==> config.mk <==
export PLATFORM = sky130hd
export DESIGN_NAME = vga_timing_gen
export DESIGN_NICKNAME = d
export VERILOG_FILES = /design/src/rtl/vga_timing_pkg.sv /design/src/rtl/vga_axis_counter.sv /design/src/rtl/vga_timing_gen.sv
export SDC_FILE = /design/constraint.sdc
export NUM_CORES = 1
export LEC_CHECK = 0
export CAP_MARGIN = 40
export CORE_MARGIN = 10
export CORE_UTILIZATION = 51
export DETAILED_ROUTE_END_ITERATION = 10
export PLACE_DENSITY = 0.95
export SLEW_MARGIN = 20
export SYNTH_ARGS = -nofsm -noshare
export SYNTH_HDL_FRONTEND = slang
export SYNTH_SLANG_ARGS = --single-unit
==> constraint.sdc <==
create_clock -name clk_pixel -period 5.68 [get_ports clk_pixel]
set_clock_uncertainty 0.15 [all_clocks]
set_input_delay 1.136 -clock clk_pixel [delete_from_list [all_inputs] [get_ports clk_pixel]]
set_output_delay 1.136 -clock clk_pixel [all_outputs]
set_load 0.01 [all_outputs]
==> src/rtl/vga_timing_pkg.sv <==
// Shared definitions for the VGA raster generator.
//   - 640x480@60 default segment lengths (pixels / lines)
//   - sync_bundle_t: blank/hsync/vsync carried together through the pipeline
//   - axis_total(): total period of one axis from its four segments
package vga_timing_pkg;

    localparam int unsigned DEF_CNT_W     = 10;

    localparam int unsigned DEF_H_VISIBLE = 640;
    localparam int unsigned DEF_H_FRONT   = 16;
    localparam int unsigned DEF_H_SYNC    = 96;
    localparam int unsigned DEF_H_BACK    = 48;

    localparam int unsigned DEF_V_VISIBLE = 480;
    localparam int unsigned DEF_V_FRONT   = 10;
    localparam int unsigned DEF_V_SYNC    = 2;
    localparam int unsigned DEF_V_BACK    = 33;

    typedef struct packed {
        logic blank;
        logic hsync;
        logic vsync;
    } sync_bundle_t;

    function automatic int unsigned axis_total(input int unsigned visible,
                                               input int unsigned front,
                                               input int unsigned sync_len,
                                               input int unsigned back);
        return visible + front + sync_len + back;
    endfunction

endpackage

==> src/rtl/vga_axis_counter.sv <==
// One raster axis: a wrapping position counter plus its blank/sync decode.
// Ports:
//   clk_i    pixel clock
//   rst_i    synchronous active-high reset (count -> 0)
//   en_i     advance the count this cycle
//   count_o  current position
//   wrap_o   high in the cycle where an enabled count goes TOTAL-1 -> 0
//   blank_o  position is outside the visible segment
//   sync_o   position is inside the sync segment (active-high, raw)
module vga_axis_counter
    import vga_timing_pkg::*;
#(
    parameter int unsigned CNT_W   = DEF_CNT_W,
    parameter int unsigned VISIBLE = DEF_H_VISIBLE,
    parameter int unsigned FRONT   = DEF_H_FRONT,
    parameter int unsigned SYNC    = DEF_H_SYNC,
    parameter int unsigned BACK    = DEF_H_BACK
) (
    input  logic             clk_i,
    input  logic             rst_i,
    input  logic             en_i,
    output logic [CNT_W-1:0] count_o,
    output logic             wrap_o,
    output logic             blank_o,
    output logic             sync_o
);

    localparam int unsigned      TOTAL      = axis_total(VISIBLE, FRONT, SYNC, BACK);
    localparam logic [CNT_W-1:0] LAST       = CNT_W'(TOTAL - 1);
    localparam int unsigned      SYNC_START = VISIBLE + FRONT;
    localparam int unsigned      SYNC_END   = SYNC_START + SYNC;

    logic [CNT_W-1:0] count_q, count_d;
    logic             at_last;
    // Widened copy so the decode compares cleanly against 32-bit boundaries,
    // including SYNC_END == 2^CNT_W when BACK is zero.
    logic [31:0]      count_ext;

    assign at_last   = (count_q == LAST);
    assign count_ext = 32'(count_q);

    always_comb begin
        count_d = count_q;
        if (en_i) begin
            count_d = at_last ? '0 : count_q + CNT_W'(1);
        end
    end

    always_ff @(posedge clk_i) begin
        if (rst_i) begin
            count_q <= '0;
        end else begin
            count_q <= count_d;
        end
    end

    assign count_o = count_q;
    assign wrap_o  = en_i & at_last;
    assign blank_o = (count_ext >= VISIBLE);
    assign sync_o  = (count_ext >= SYNC_START) && (count_ext < SYNC_END);

endmodule

==> src/rtl/vga_timing_gen.sv <==
// Pixel-clock raster generator feeding the VGA-to-DVID converter.
// Two-stage output pipeline: stage 1 holds decoded sync/blank, the
// test-picture select and the pattern triple; stage 2 selects RGB and
// drives the outputs, so every vga_* output lags (x,y) by 2 cycles.
// Ports:
//   clk_pixel                 pixel clock
//   reset                     synchronous active-high; raster restarts at (0,0)
//   test_picture              1 = built-in pattern {h, v, frame}, 0 = in_*
//   x, y                      current raster position (pixel request address)
//   in_red/in_green/in_blue   source pixel for the (x,y) of the previous cycle
//   frame                     frame counter, mod 256
//   vga_r/vga_g/vga_b         video out
//   vga_hsync/vga_vsync       syncs at HSYNC_POL/VSYNC_POL when active
//   vga_blank                 1 outside the visible area
module vga_timing_gen
    import vga_timing_pkg::*;
#(
    parameter int unsigned CNT_W     = DEF_CNT_W,
    parameter int unsigned H_VISIBLE = DEF_H_VISIBLE,
    parameter int unsigned H_FRONT   = DEF_H_FRONT,
    parameter int unsigned H_SYNC    = DEF_H_SYNC,
    parameter int unsigned H_BACK    = DEF_H_BACK,
    parameter int unsigned V_VISIBLE = DEF_V_VISIBLE,
    parameter int unsigned V_FRONT   = DEF_V_FRONT,
    parameter int unsigned V_SYNC    = DEF_V_SYNC,
    parameter int unsigned V_BACK    = DEF_V_BACK,
    parameter logic        HSYNC_POL = 1'b0,
    parameter logic        VSYNC_POL = 1'b0
) (
    input  logic             clk_pixel,
    input  logic             reset,
    input  logic             test_picture,
    output logic [CNT_W-1:0] x,
    output logic [CNT_W-1:0] y,
    input  logic [7:0]       in_red,
    input  logic [7:0]       in_green,
    input  logic [7:0]       in_blue,
    output logic [7:0]       frame,
    output logic [7:0]       vga_r,
    output logic [7:0]       vga_g,
    output logic [7:0]       vga_b,
    output logic             vga_hsync,
    output logic             vga_vsync,
    output logic             vga_blank
);

    localparam sync_bundle_t SB_RESET = '{blank: 1'b1,
                                          hsync: ~HSYNC_POL,
                                          vsync: ~VSYNC_POL};

    logic [CNT_W-1:0] h_cnt, v_cnt;
    logic             h_wrap, v_wrap;
    logic             h_blank, v_blank;
    logic             h_sync, v_sync;

    logic [7:0]   frame_q, frame_d;
    sync_bundle_t sb1_q, sb1_d;
    logic         tp1_q;
    logic [23:0]  pat1_q, pat1_d;
    sync_bundle_t sb2_q;
    logic [23:0]  rgb2_q, rgb2_d;

    vga_axis_counter #(
        .CNT_W   (CNT_W),
        .VISIBLE (H_VISIBLE),
        .FRONT   (H_FRONT),
        .SYNC    (H_SYNC),
        .BACK    (H_BACK)
    ) u_h_axis (
        .clk_i   (clk_pixel),
        .rst_i   (reset),
        .en_i    (1'b1),
        .count_o (h_cnt),
        .wrap_o  (h_wrap),
        .blank_o (h_blank),
        .sync_o  (h_sync)
    );

    // The vertical wrap only fires together with the horizontal wrap, so
    // v_wrap marks the last pixel of the frame.
    vga_axis_counter #(
        .CNT_W   (CNT_W),
        .VISIBLE (V_VISIBLE),
        .FRONT   (V_FRONT),
        .SYNC    (V_SYNC),
        .BACK    (V_BACK)
    ) u_v_axis (
        .clk_i   (clk_pixel),
        .rst_i   (reset),
        .en_i    (h_wrap),
        .count_o (v_cnt),
        .wrap_o  (v_wrap),
        .blank_o (v_blank),
        .sync_o  (v_sync)
    );

    always_comb begin
        frame_d = frame_q;
        if (v_wrap) begin
            frame_d = frame_q + 8'd1;
        end

        sb1_d = '{blank: h_blank | v_blank,
                  hsync: h_sync ? HSYNC_POL : ~HSYNC_POL,
                  vsync: v_sync ? VSYNC_POL : ~VSYNC_POL};

        pat1_d = {h_cnt[7:0], v_cnt[7:0], frame_q};

        // in_* arrives during stage 2 for the position now held in stage 1.
        if (sb1_q.blank) begin
            rgb2_d = '0;
        end else if (tp1_q) begin
            rgb2_d = pat1_q;
        end else begin
            rgb2_d = {in_red, in_green, in_blue};
        end
    end

    always_ff @(posedge clk_pixel) begin
        if (reset) begin
            frame_q <= '0;
            sb1_q   <= SB_RESET;
            tp1_q   <= 1'b0;
            pat1_q  <= '0;
            sb2_q   <= SB_RESET;
            rgb2_q  <= '0;
        end else begin
            frame_q <= frame_d;
            sb1_q   <= sb1_d;
            tp1_q   <= test_picture;
            pat1_q  <= pat1_d;
            sb2_q   <= sb1_q;
            rgb2_q  <= rgb2_d;
        end
    end

    assign x         = h_cnt;
    assign y         = v_cnt;
    assign frame     = frame_q;
    assign vga_r     = rgb2_q[23:16];
    assign vga_g     = rgb2_q[15:8];
    assign vga_b     = rgb2_q[7:0];
    assign vga_blank = sb2_q.blank;
    assign vga_hsync = sb2_q.hsync;
    assign vga_vsync = sb2_q.vsync;

endmodule

======== Word-level counts from Yosys, hierarchy flattened ========
Cells that the tools add are included.
word-level totals
  register bits ........................... 83
  input port bits ......................... 27
  output and inout bits ................... 55
cells by class
  add/subtract/negate cells ............... 3
  $lt $le $gt $ge ......................... 6
  equality and inequality tests ........... 2
  multiplexer cells ....................... 4
  bitwise gates (word level) .............. 2
  reduce and logical (&&, ||, !) cells .... 4
operator list
  cell                     count
  $mux W24                 1
  $add A10 B1 Y10 const B  2
  $eq A10 B10 Y1 const B   2
  $ge A10 B10 Y1 const B   2
  $ge A10 B9 Y1 const B    2
  $lt A10 B10 Y1 const B   1
  $lt A10 B9 Y1 const B    1
  $mux W10                 1
  $add A8 B1 Y8 const B    1
  $reduce_or A2 Y1         2
  $logic_and A1 B1 Y1      2
  $mux W1                  2
  $and A1 B1 Y1            1
  $or A1 B1 Y1             1

======== Depth between registers and ports, before layout ========
  word-level depth ........................ 3
  mapped depth ............................ 8

======== Hierarchy ========
Synthesis repeated with hierarchy kept, for this count alone.
unflattened totals
  cells, all modules ...................... 300
  area total of the unflattened synthesis .. 3104.2 µm²
modules (own cells, without submodules)
  module                        instances  cells each  area each (µm²)  seq. area each (µm²)
  vga_timing_gen                1          181         2016.9           1261.2
  vga_axis_counter at u_h_axis  1          61          559.3            200.2
  vga_axis_counter at u_v_axis  1          58          528.0            200.2

======== Least setup slack after synthesis ========
OpenSTA, ideal clock, no wires.
  path kind ............................... flip-flop to flip-flop
  from .................................... reg u_h_axis.count_q[0], in the netlist u_h_axis.count_o[0]
  to ...................................... reg frame_q[2], in the netlist frame[2]
  data arrival time ....................... 1.991 ns
  slack ................................... 3.418 ns
  cell stages (with the launch flop) ...... 7
  buffers on the path ..................... 1
  period minus slack after synthesis ...... 2.262 ns
  path through ............................ dfxtp_1 > ha_1 > nand4_1 > or3_1 > clkbuf_1 > nor3_1 > mux2_2
on the way
  cells in the longest elaborated chain, start to end .. 2
ends and longest elaborated chain
  item                    RTL line                source
  from (decl)             vga_axis_counter.sv:33  logic [CNT_W-1:0] count_q, count_d;
  from (signal assigned)  vga_axis_counter.sv:53  count_q <= count_d;
  $eq A10 B10 Y1          vga_axis_counter.sv:39  assign at_last = (count_q == LAST);
  $and A1 B1 Y1           vga_axis_counter.sv:58  assign wrap_o = en_i & at_last;
  to (signal assigned)    vga_timing_gen.sv:128   frame_q <= frame_d;
  to (decl)               vga_timing_gen.sv:56    logic [7:0] frame_q, frame_d;
No other way between the ends.
A chain may end at the register's enable or synchronous reset.

======== Worst setup path after layout ========
  from .................................... in reset
  to ...................................... reg u_h_axis.count_q[5], in the netlist u_h_axis.count_o[5]
on the way
  cells in the longest elaborated chain, start to end .. 1
ends and longest elaborated chain
  item                        RTL line              source
  from (decl)                 vga_timing_gen.sv:31  input logic reset,
  $reduce_or A2 Y1 (no line)  --
No other way between the ends.

==> summary.txt <==
Status
  • Status: completed

Timing
  • Tmin final: roughly 2.7 ns
  • Setup_tns: 0 ns
  • Final Hold Vio Count: 0
  • Relative slew slack: between 50 and 60%
  • Part of the cycle the worst path needs: 48.09%
  • Slew @ Worst Pin: ~0.74 ns
  • Upper clock frequency limit: 366.1 MHz
  • RSZ-0062 raised after global routing: no
  • Final Setup Violations: 0
  • Worst setup margin: 2.949 ns
  • Max Slew Vio Count: 0

Floorplan
  • Die ar.: around 9400 sq um
  • Cell Rows: 27
  • Chip Width: a little under 100 microns
  • # IOs: a little over 80
  • Core footprint: around 5600 sq um
  • Initial Util: between 50% and 60%
  • Die H: approximately 97 microns

Critical path
  • Endpoint class of the critical path: flip-flop
  • FF-to-FF path depth: 5
  • WS Path Type: in -> reg
  • Crit Reg-Reg Endpoint: u_v_axis.count_o[6]
  • Crit path required time: between 5 and 6 ns
  • CP arrival: 2.81 ns
  • Startpoint Class: input port
  • Flop2flop setup slack: ~3.2 ns
  • Worst R2R Start: u_h_axis.count_o[0]
  • CP Max Fanout: 22

Routing
  • First drt pass iteration count: 4
  • DRC viols: 0
  • 1st-iter DRT viols: 130
  • Antenna violation net count after detailed routing: 0
  • Total number of vias: between 2,000 and 2,500
  • Routed wire length: 7109 microns
  • DR WL/cell: roughly 15 microns
  • Drt via density: roughly 5

Power
  • P per Cell Area: about 260 nW/um^2
  • LEAKAGE: 0.001475 uW
  • Peak VDD IR: between 0.0001 and 0.00015 V

Cells and area
  • Most frequent cells in the layout: 83 x dfxtp_1, 81 x clkdlybuf4s50_1, 50 x nor2_1, 24 x mux2i_1, 20 x nor2b_1
  • Layout cells sized above 1: 5.928%
  • Final Non-Filler Cells: 460
  • Register area: around 1700 sq um
  • Most common cell after layout, fill and taps aside: dfxtp_1
  • Nets@finish: 417
  • Filler cell count in the final layout: 401
  • Syn-to-layout area delta: 34.11%
  • Multi-input logic area: roughly 1300 sq um
  • Diode count: 0

Clock network
  • Num CTS Buffers: 9
  • Latest clock arrival within the worst-skew pair: 0.34 ns
  • CTS root buffer: clkbuf_8
  • # resized after CTS: 0
  • Sink Count: between 80 and 90
  • Setup Fix Bufs, Post-CTS: 0
  • Worst-case clock buffer depth: 2
  • Clk slew on worst S/H paths: approximately 0.08 ns
  • Hold Buf Count CTS: 0
  • H-tree depth: 3
  • CTS tree: yes

Synthesis
  • Mapped Cells: a little over 300
  • Seq/Total Area, Yosys: a little under three fifths
  • Syn Nets: between 300 and 400
  • Unique masters post-synth: 30
  • Mean post-synth cell area: between 9 and 10 sq um
  • Synthesized area: between 3000 and 4000 sq um
  • Yosys warnings: 0
  • Synthesized flop and latch total: 83

Job
  • Max-cap violations: 0

Placed design
  • GPL Wtd Cong: 0.8745
  • DP HPWL: between 5000 and 6000 microns
  • Placed instance count: ~450
  • I/O Buffers: between 80 and 90
  • Setup slack at placement: 2.613 ns

Global routing
  • Total congestion overflow: 0
  • All-Layer GR Usage: between 10% and 20%
  • Number of global-route vias before repair: 2,255
  • Largest net degree at the start of global routing: 26
  • Initial antenna violation count: 0
  • First-pass GRT wire length: ~11,000 microns

Worst hold path
  • Hold Path End: vga_hsync
  • Hold path depth: 1
  • HP Start: sb1_q[1]
  • Hold Crit Class: reg -> reg
-- final cells by class --
type	count	share of cell area (%)
clock inverter	3	0.3727
tap	72	2.236
inverter	9	0.8385
clock buffer	11	3.758
multi-input combinational	199	31.06
sequential	83	41.24
timing repair buffer	83	20.50
-- state kept, by name, indices dropped and copies added (netlist names) --
register,flops
rgb2_q,24
vga_blank,1
sb1_q,3
vga_vsync,1
tp1_q,1
u_h_axis.count_o,10
vga_hsync,1
u_v_axis.count_o,10
frame,8
pat1_q,24
-- kinds of logic (layout without fill, tap and decap cells) --
| family | Yosys count | count (layout) | share of synthesized area (%) |
|---|---|---|---|
| adder cells (fa/ha/maj) | 5 | 5 | 2.082 |
| XOR/XNOR | 12 | 12 | 3.499 |
| flip-flops | 83 | 83 | 55.31 |
| multiplexers | 27 | 27 | 9.121 |
| AO/OA/AOI/OAI | 23 | 23 | 4.290 |
| buffers and inverters | 23 | 106 | 3.040 |
| AND/OR/NAND/NOR | 132 | 132 | 22.66 |
-- cells in the mapped netlist --
master,n,area share [%]
and3_1,3,0.62
nand4bb_1,1,0.37
nor3_1,5,0.83
nand4_1,7,1.5
xor2_1,5,1.5
mux2_2,3,1.1
nor2b_1,20,4.2
o31ai_1,3,0.75
nand2b_1,1,0.21
or4_1,7,1.7
nand4b_1,1,0.29
or3_1,10,2.1
xnor2_1,7,2.0
o21bai_2,1,0.37
ha_1,5,2.1
nand2_1,9,1.1
or2_2,3,0.62
mux2i_1,24,8.0
buf_4,1,0.25
clkbuf_1,11,1.4
o21ai_0,8,1.3
buf_1,1,0.12
nand3_1,10,1.7
and4_1,2,0.58
dfxtp_1,83,55
inv_1,9,1.1
nor2_1,50,6.2
nor4_1,3,0.62
a21oi_1,11,1.8
buf_2,1,0.17
-- metal layers --
metal	vias up	track usage (%)	wire length, microns
met2	82	24.44	3511
met4	0	6.539	116
met3	12	4.400	496
met5	-	0	0
met1	1076	16.44	2984
li1	1184	-	-
-- critical path, stage by stage --
cell and delay, ns:
clkdlybuf4s50_1 0.95, buf_4 0.37, nand2b_1 0.27, nor2_1 0.08
-- report_power, final --
part	total, uW	internal (uW)	switching [uW]
clock network	365	176	189
registers	597	592	5.00
logic	72.5	41.9	30.6
total	1030	809	225
-- through the flow --
stage	hold slack [ns]	power, uW	instance area (sq um)	utilization (%)
2_1_floorplan	0.2395	641.6	3004	-
3_3_place_gp	0.2435	680.5	3862	68.88
3_5_place_dp	0.2522	683.3	3862	68.88
4_1_cts	0.2707	1042	4029	71.84
5_1_grt	0.2841	1071	4029	71.84
6_report	0.2720	1034	4029	71.84
-- how the worst max path moves through the flow --
stage	from	cells after the start	slack (ns)	endpoint
2_1_floorplan	u_h_axis.count_o[0]	6	3.42	frame[2]
3_3_place_gp	reset	4	2.67	u_h_axis.count_o[9]
3_5_place_dp	reset	4	2.61	u_h_axis.count_o[5]
4_1_cts	u_v_axis.count_o[2]	1	2.94	y[2]
5_1_grt	reset	4	2.83	u_h_axis.count_o[5]
6_report	reset	4	2.95	u_h_axis.count_o[5]
Power figures use the tool's default switching activity.
==> RTL change (same flow settings) <==
Change the package constant `DEF_CNT_W` from 10 to 12.
--- a/src/rtl/vga_timing_pkg.sv
+++ b/src/rtl/vga_timing_pkg.sv
@@ -6,3 +6,3 @@
 
-    localparam int unsigned DEF_CNT_W     = 10;
+    localparam int unsigned DEF_CNT_W     = 12;
 
Ports: changed (resized x and y); port bits go from 82 to 86. The function was not compared with the original's and may differ.
==> RTL change against the unedited design <==
  * Count of clock-buffer cells in the layout decreased by 1
  * Wire length increased by 14%
  * Worst setup slack got worse by 0.064 ns
  * Combinational power increased by 3%
  * Synthesized cell count increased by 9.5%
  * First-iteration DRC count increased by 24%
  * Largest cell class unchanged
  * Sequential cell count increased by 4
  * Highest routed layer unchanged
  * Non-clock buffer count increased by 5
  * Area after synthesis increased by 8.6%
  * Global-route usage increased by 1.4 points
  * Total power increased by 8.8%
  * Cell area increased by 8.4%
  * Die area increased by 6.8%
==> RTL change: results (changes against the unedited design) <==
status: "finished, final reports clean"
buf_share: 0.202  # -0.00337
synth_area_leaders: "dfxtp_1 (53%), mux2i_1 (7.4%), nor2_1 (5.5%), nor2b_1 (3.8%), xnor2_1 (2.7%)"
crit_end: "y[5]"
met2_usage: 0.257  # +0.0125
rrSetupSlack_ns: 2.97  # -0.20 ns
crit_path_end_kind: "output pin"
nFillCells: 468  # +17%
clkSinkCount: 87  # +4.8%
synth_common_cells: "dfxtp_1 (87), nor2_1 (48), mux2i_1 (24)"
groute.usage.overall: 0.159  # +0.0141
drtIter0Drc: 161  # +24%
syn_inst: 334  # +9.5%
seq_share: 0.399  # -0.0138
worstSetupStartpoint: "u_v_axis.count_o[5]"
p_leak_nw: 1.52  # +3.2%
synth.distinct_cells: 36  # +20%
cts_buffers: 9  # unchanged
r2r-end: "u_v_axis.count_o[5]"
nNonClkInverters: 10  # +1
grt_pass1_vias: 2611  # +16%
grt_util_met1: 0.194  # +0.0299
dp_hpwl_um: 5830  # +9.6%
multi_input_gates: 221  # +11%
crit_fanout: 11  # -50%
relSlewSlack: 0.430  # -0.0734
nNonClkBuffers: 88  # +6.0%
dp.cells: 482  # +8.1%
nClkBuffers: 10  # -1
n_antenna_cell: 0  # unchanged
dp_slack_ns: 2.33  # -0.287 ns
fin_crit_sh: 0.492  # +0.0113
post_route_cells_drive_above_1_share: 0.0616  # +0.00233
grt_pass1_wl_um: 13300  # +17%
seq_area_frac_synth: 0.534  # -0.0192
path_class: "reg2out"
syn-num-nets: 366  # +8.6%
port_buffers: 85  # +4.9%
dpl_cell_area_um2: 4160  # +7.6%
antenna_found_initial: 0  # unchanged
holdWs_ns: 0.277  # +0.00542 ns
fin_util: 0.696  # -0.0224
fin_cells: 499  # +8.5%
min_path_type: "reg2reg"
clock_cell_area_share: 0.0452  # +0.00394
post-route-cell-area_um2: 4370  # +8.4%
ir_drop_uv: 170  # +16%
grt_max_degree: 28  # +7.7%
grt_util_met3: 0.0611  # +0.0171
arrival_ns: 1.51  # -1.30 ns
drtPass1Iterations: 5  # +1
vias_per_cell: 5.48  # +7.1%
multi_input_area_share: 0.324  # +0.0133
cpPeakStageDelay_ns: 0.62  # -0.33 ns
fin_nets: 449  # +7.7%
gp_congestion: 0.883  # +1.0%
drt_wl_total_um: 8110  # +14%
==> RTL change: changes by cell type after synthesis, moves of 3 or more <==
cell	unedited run	this run
nand4_1	7	11
mux2_2	3	0
or3_1	10	6
dfxtp_1	83	87
o31ai_1	3	9
a21oi_1	11	16
xnor2_1	7	10
nand3_1	10	15
==> RTL change: cells by family (layout without fill, tap and decap cells) <==
family,after synthesis,count (layout),synth area share
compound gates,35,35,0.0648
xor+xnor,13,13,0.0349
fa+ha+maj,5,5,0.0192
buf+inv,26,114,0.0322
flops,87,87,0.534
mux,24,24,0.0736
simple gates,144,144,0.241
==> RTL change: where the power goes <==
| part | internal, mW | total [mW] | switching [mW] |
|---|---|---|---|
| sequential | 0.620 | 0.625 | 0.00516 |
| combinational | 0.0427 | 0.0744 | 0.0317 |
| clock | 0.206 | 0.426 | 0.220 |
==> RTL change: routing by layer <==
layer | routed length (um) | vias to the layer above
li1 | - | 1326
met1 | 3440 | 1268
met2 | 3830 | 129
met3 | 720 | 13
met4 | 125 | 0
met5 | 0 | -
